File: src/rtl/huff_pair_decoder.sv
// huff_pair_decoder
//   MP3 big_values Huffman pair decoder for every table (0..31). Bits arrive
//   serially (MSB-first) on a valid/ready port, are accumulated into a code
//   register and matched by an external combinational ROM. After a match the
//   optional linbits extension and sign bits are read per value, and a signed
//   (x,y) pair is offered on a valid/ready output. A programmed number of pairs
//   is decoded per start, followed by a one-cycle done pulse.
//
// Ports
//   clk, rst                 clock, synchronous active-high reset
//   start                    latch table_sel/linbits/pair_count (IDLE/ERR only)
//   table_sel[4:0]           Huffman table number
//   linbits[3:0]             linbits for the table (0..MAX_LIN)
//   pair_count[8:0]          pairs to decode
//   axiiv/axiid/axiir        input bit stream (valid, data, ready)
//   lu_table/lu_len/lu_code  lookup request to the ROM (right-aligned code)
//   lu_hit/lu_x/lu_y         ROM response, same cycle
//   axiov/axior              output pair handshake
//   x_val, y_val[15:0]       signed decoded values
//   done                     one-cycle pulse after last pair transferred
//   err                      sticky: no codeword within MAX_BITS bits
module huff_pair_decoder #(
  parameter int MAX_BITS = 19,
  parameter int MAX_LIN  = 13
) (
  input  logic                clk,
  input  logic                rst,
  input  logic                start,
  input  logic [4:0]          table_sel,
  input  logic [3:0]          linbits,
  input  logic [8:0]          pair_count,
  input  logic                axiiv,
  input  logic                axiid,
  output logic                axiir,
  output logic [4:0]          lu_table,
  output logic [4:0]          lu_len,
  output logic [MAX_BITS-1:0] lu_code,
  input  logic                lu_hit,
  input  logic [3:0]          lu_x,
  input  logic [3:0]          lu_y,
  output logic                axiov,
  input  logic                axior,
  output logic [15:0]         x_val,
  output logic [15:0]         y_val,
  output logic                done,
  output logic                err
);

  typedef enum logic [3:0] {
    S_IDLE, S_CODE, S_LINX, S_SIGNX, S_LINY, S_SIGNY, S_OUT, S_DONE, S_ERR
  } state_t;

  localparam logic [4:0] LEN_MAX = 5'(MAX_BITS);

  state_t                state_q, state_d;
  logic [4:0]            tbl_q, tbl_d;
  logic [3:0]            lb_q, lb_d;
  logic [8:0]            rem_q, rem_d;
  logic [4:0]            len_q, len_d;
  logic [MAX_BITS-1:0]   code_q, code_d;
  logic [3:0]            xabs_q, xabs_d, yabs_q, yabs_d;
  logic [MAX_LIN-1:0]    lin_q, lin_d;
  logic [3:0]            lcnt_q, lcnt_d;
  logic [15:0]           xv_q, xv_d, yv_q, yv_d;
  logic                  err_q, err_d;
  logic                  ir;
  logic [MAX_LIN:0]      lin_ext;
  logic                  lin_last;

  // Next field after position 'from' (0=code,1=linx,2=signx,3=liny,4=signy).
  // Absent fields are skipped without spending a cycle.
  function automatic state_t field_next(input logic [2:0] from,
                                        input logic [3:0] xa, ya, lb);
    if (from < 3'd1 && xa == 4'd15 && lb != 4'd0) return S_LINX;
    if (from < 3'd2 && xa != 4'd0)                return S_SIGNX;
    if (from < 3'd3 && ya == 4'd15 && lb != 4'd0) return S_LINY;
    if (from < 3'd4 && ya != 4'd0)                return S_SIGNY;
    return S_OUT;
  endfunction

  assign lin_ext  = {lin_q, axiid};
  assign lin_last = (lcnt_q == lb_q - 4'd1);

  always_comb begin
    state_d = state_q;
    tbl_d   = tbl_q;
    lb_d    = lb_q;
    rem_d   = rem_q;
    len_d   = len_q;
    code_d  = code_q;
    xabs_d  = xabs_q;
    yabs_d  = yabs_q;
    lin_d   = lin_q;
    lcnt_d  = lcnt_q;
    xv_d    = xv_q;
    yv_d    = yv_q;
    err_d   = err_q;
    ir      = 1'b0;
    case (state_q)
      S_IDLE, S_ERR: begin
        if (start) begin
          tbl_d   = table_sel;
          lb_d    = linbits;
          rem_d   = pair_count;
          err_d   = 1'b0;
          len_d   = '0;
          code_d  = '0;
          state_d = (pair_count == 9'd0) ? S_DONE : S_CODE;
        end
      end
      S_CODE: begin
        if (tbl_q == 5'd0) begin
          xv_d    = '0;
          yv_d    = '0;
          state_d = S_OUT;
        end else if (len_q != 5'd0 && lu_hit) begin
          // Match cycle consumes no bit: one bubble per codeword.
          xabs_d  = lu_x;
          yabs_d  = lu_y;
          xv_d    = 16'(lu_x);
          yv_d    = 16'(lu_y);
          len_d   = '0;
          code_d  = '0;
          lin_d   = '0;
          lcnt_d  = '0;
          state_d = field_next(3'd0, lu_x, lu_y, lb_q);
        end else if (len_q == LEN_MAX) begin
          err_d   = 1'b1;
          state_d = S_ERR;
        end else begin
          ir = 1'b1;
          if (axiiv) begin
            code_d = {code_q[MAX_BITS-2:0], axiid};
            len_d  = len_q + 5'd1;
          end
        end
      end
      S_LINX, S_LINY: begin
        ir = 1'b1;
        if (axiiv) begin
          lin_d  = lin_ext[MAX_LIN-1:0];
          lcnt_d = lcnt_q + 4'd1;
          if (lin_last) begin
            lin_d  = '0;
            lcnt_d = '0;
            if (state_q == S_LINX) begin
              xv_d    = 16'(xabs_q) + 16'(lin_ext);
              state_d = field_next(3'd1, xabs_q, yabs_q, lb_q);
            end else begin
              yv_d    = 16'(yabs_q) + 16'(lin_ext);
              state_d = field_next(3'd3, xabs_q, yabs_q, lb_q);
            end
          end
        end
      end
      S_SIGNX: begin
        ir = 1'b1;
        if (axiiv) begin
          if (axiid) xv_d = -xv_q;
          state_d = field_next(3'd2, xabs_q, yabs_q, lb_q);
        end
      end
      S_SIGNY: begin
        ir = 1'b1;
        if (axiiv) begin
          if (axiid) yv_d = -yv_q;
          state_d = S_OUT;
        end
      end
      S_OUT: begin
        if (axior) begin
          rem_d   = rem_q - 9'd1;
          state_d = (rem_q == 9'd1) ? S_DONE : S_CODE;
        end
      end
      S_DONE:  state_d = S_IDLE;
      default: state_d = S_IDLE;
    endcase
  end

  always_ff @(posedge clk) begin
    if (rst) begin
      state_q <= S_IDLE;
      tbl_q   <= '0;
      lb_q    <= '0;
      rem_q   <= '0;
      len_q   <= '0;
      code_q  <= '0;
      xabs_q  <= '0;
      yabs_q  <= '0;
      lin_q   <= '0;
      lcnt_q  <= '0;
      xv_q    <= '0;
      yv_q    <= '0;
      err_q   <= 1'b0;
    end else begin
      state_q <= state_d;
      tbl_q   <= tbl_d;
      lb_q    <= lb_d;
      rem_q   <= rem_d;
      len_q   <= len_d;
      code_q  <= code_d;
      xabs_q  <= xabs_d;
      yabs_q  <= yabs_d;
      lin_q   <= lin_d;
      lcnt_q  <= lcnt_d;
      xv_q    <= xv_d;
      yv_q    <= yv_d;
      err_q   <= err_d;
    end
  end

  assign axiir    = ir;
  assign lu_table = tbl_q;
  assign lu_len   = len_q;
  assign lu_code  = code_q;
  assign axiov    = (state_q == S_OUT);
  assign x_val    = xv_q;
  assign y_val    = yv_q;
  assign done     = (state_q == S_DONE);
  assign err      = err_q;

endmodule
File: config.mk
export PLATFORM = sky130hd
export DESIGN_NAME = huff_pair_decoder
export DESIGN_NICKNAME = d
export VERILOG_FILES = /design/src/rtl/huff_pair_decoder.sv
export SDC_FILE = /design/constraint.sdc
export NUM_CORES = 1
export LEC_CHECK = 0
export ABC_AREA = 1
export CAP_MARGIN = 15
export CORE_UTILIZATION = 60
export CTS_CLUSTER_SIZE = 8
export DETAILED_ROUTE_END_ITERATION = 6
export PLACE_DENSITY = 0.87
export SLEW_MARGIN = 20
export SYNTH_ARGS = -nofsm -noshare
export SYNTH_HDL_FRONTEND = slang
export SYNTH_SLANG_ARGS = --single-unit
export TNS_END_PERCENT = 5
File: constraint.sdc
create_clock -name clk -period 5.85 [get_ports clk]
set_input_delay 1.755 -clock clk [delete_from_list [all_inputs] [get_ports clk]]
set_output_delay 1.755 -clock clk [all_outputs]
set_load 0.01 [all_outputs]
==> results.tsv <==
stage	metric	value	unit
floorplanning	initial core utilization	0.6168	
clock_tree	Setup Fix Bufs, Post-CTS	0	
placed_design	HPWL after detailed placement	13.42	mm
synth	Yosys top cell area share	0.3114	
clock_tree	worst-skew pair later-pin latency	0.40	ns
setup_path	CP Class	in -> out	
global_route	pin count of the biggest net entering global routing	53	
floorplanning	Rows	38	
setup_path	WP data required	4.09	ns
setup_path	RR Endpoint	lu_code[3]	
setup_path	FF-to-FF setup slack	3.20	ns
finish	area growth from synthesis to layout	17.80	%
clock_tree	Hold Buf Count CTS	0	
synth	synthesis warning total	0	
min_path	Hold Path Cell Cnt	2	
power_and_ir_drop	Max IR drop VDD	0.2844	mV
routing	Routed WL	18.29	mm
routing	First-pass DRT Iterations	6	
synth	Area contributors post-synth	dfxtp_1, nand2_1, nor2_1	
placed_design	Port Buf Inserts	97	
global_route	first-pass GRT wire length	30.16	mm
power_and_ir_drop	Pleak	3.500	nW
sta	RSZ-0062 raised after global routing	false	
synth	top post-synthesis cells by count	nand2_1, nor2_1, inv_1	
setup_path	Crit path arrival time	3.11	ns
global_route	number of global-route vias before repair	6592	
synth	Mapped Cells	1120	
sta	Rel. slew slack	0.4140	
global_route	antenna violations before repair	0	
clock_tree	TritonCTS Buffers	9	
setup_path	Worst setup SP type	input port	
synth	syn_area_per_cell	5.970	sq um
clock_tree	maximum buffer depth of the clock tree	2	
power_and_ir_drop	Final Power	3.759	mW
synth	top-count cell post-synth	nand2_1	
clock_tree	CTS Root Cell	clkbuf_8	
clock_tree	clk sinks	104	
clock_tree	H-tree depth	3	
clock_tree	TritonCTS clock tree	done	
synth	synthesized area	6686	sq um
finish	Nets	1249	
power_and_ir_drop	Int Power	1.832	mW
synth	Post-synth EDFFs	0	
global_route	GRT Total Usage	0.3291	
routing	vias	7355	
power_and_ir_drop	sequential power share	0.273	
sta	Tmin final	4.870	ns
synth	async set or reset register ratio after synthesis	0	
routing	number of DRC markers in iteration 0	532	
sta	Pins Over Slew Limit	0	
sta	Setup Skew	0.01409	ns
sta	Slew @ Worst Pin	0.8735	ns
floorplanning	Die Ht	107.6	um
setup_path	crit end category	output port	
run_status	status	finished, final reports clean	
sta	fmax	205.4	MHz
floorplanning	die area	11570	sq um
floorplanning	Core ar.	10840	sq um
power_and_ir_drop	NetSw	1.927	mW
sta	final hold violations	0	
clock_tree	PostCTS Resize Cnt	0	
synth	count of different cell masters after synthesis	36	
power_and_ir_drop	clock share of power	0.120	
min_path	Worst Hold End	lu_code[18]	
synth	#FFs+latches synth	104	
power_and_ir_drop	Power Density	477.3	nW/um^2
finish	# diodes	0	
sta	Setup TNS	0	ns
sta	Setup violations, final	0	
power_and_ir_drop	sw frac	0.5125	
routing	via/cell ratio	5.481	
synth	syn_nets	1172	
global_route	Overflow after GRT	0	
routing	WL/cell	13.63	um
placed_design	gpl congestion	0.9358	
synth	Seq/Total Area, Yosys	0.3114	
floorplanning	Die X	107.6	um
finish	layout cells sized above 1	0.04576	
run	max cap viols	0	
routing	ANT nets after route	0	
min_path	worst hold path class	reg -> reg	
clock_tree	clock transition at the registers of the reported paths	0.11	ns
power_and_ir_drop	Combinational Power Share	0.606	
setup_path	CP max FO	4	
floorplanning	I/O pin count	98	
setup_path	reg-to-reg startpoint	lu_len[0]	
synth	leading area contributor after synthesis	dfxtp_1	
setup_path	Reg2Reg Depth	13	
synth	ys flop type	dfxtp_1	
min_path	hold_sp	lu_code[18]	
sta	crit share post-route	0.8324	
routing	DRC violations left	0	
state kept, by name (all words and copies together), names as in the netlist:
register and count:
lu_code 19, x_val 16, y_val 16, lin_q 13, rem_q 9, lu_len 5
lu_table 5, lb_q 4, lcnt_q 4, state_q 4, xabs_q 4, yabs_q 4
err 1
metal layers:
layer / part of all wire / global-route usage
met4: 0.039 / 0.1937
met2: 0.48 / 0.5563
met5: 0 / 0
met1: 0.42 / 0.3924
met3: 0.061 / 0.05327
final cells by class:
| cell class | instances | area (sq um) |
|---|---|---|
| Multi-Input combinational cell | 853 | 3960 |
| Fill cell | 970 | 2964 |
| Sequential cell | 104 | 2082 |
| Timing Repair Buffer | 101 | 996.0 |
| Inverter | 128 | 480.5 |
| Tap cell | 140 | 175.2 |
| Clock buffer | 9 | 123.9 |
| Clock inverter | 7 | 58.81 |
power by group through the flow:
stage / clock (mW) / combinational [mW] / sequential, mW
floorplan: 0 / 1.59 / 1.05
global placement: 0 / 2.20 / 1.04
detailed placement: 0 / 2.24 / 1.04
CTS: 0.453 / 2.25 / 1.02
global route: 0.480 / 2.57 / 1.05
finish: 0.452 / 2.28 / 1.03
cell usage in the layout, fill, tap and decap left out, types with 6 or more instances in the layout:
master	count
nor2_2	7
xor2_1	6
nand2_2	7
dfxtp_1	104
clkbuf_8	9
inv_1	117
nand3_1	105
nand2_1	330
ha_1	17
inv_2	10
nor2_1	167
nand4_1	10
a21oi_1	100
o21ai_0	51
nor3_1	16
clkdlybuf4s50_1	96
worst max-delay path by stage:
stage / from / to
floorplan: lu_hit / axiir
global placement: lu_hit / axiir
finish: lu_hit / axiir
CTS: lu_hit / axiir
global route: lu_hit / axiir
detailed placement: lu_hit / axiir
kinds of logic (layout without fill, tap and decap cells):
| logic type | count (synthesis) | after routing | synth area share |
|---|---|---|---|
| AND/OR/NAND/NOR | 657 | 657 | 0.4124 |
| flip-flops | 104 | 104 | 0.3114 |
| adder cells (fa/ha/maj) | 19 | 19 | 0.03780 |
| AO/OA/AOI/OAI | 171 | 171 | 0.1342 |
| XOR/XNOR | 6 | 6 | 0.007859 |
| buffers and inverters | 163 | 245 | 0.09637 |
per-stage QoR:
stage / util / std cells / hold WS (ns) / cell area, sq um / worst slack (ns)
3_5_place_dp: 0.7097 / 1326 / 0.4616 / 7694 / 0.9828
6_report: 0.7266 / 1342 / 0.4832 / 7876 / 0.9803
2_1_floorplan: - / 1120 / 0.4482 / 6686 / 1.904
3_3_place_gp: 0.7097 / 1326 / 0.4559 / 7694 / 0.9926
5_1_grt: 0.7266 / 1342 / 0.5041 / 7876 / 0.9018
4_1_cts: 0.7266 / 1342 / 0.4848 / 7876 / 0.9803
worst max-delay path: stages:
cell             delay (ns)
clkdlybuf4s50_1        0.40
nand2_1                0.13
nand2_1                0.09
o211ai_1               0.18
clkdlybuf4s50_1        0.56
No activity file was read; power rests on OpenSTA's default activity.
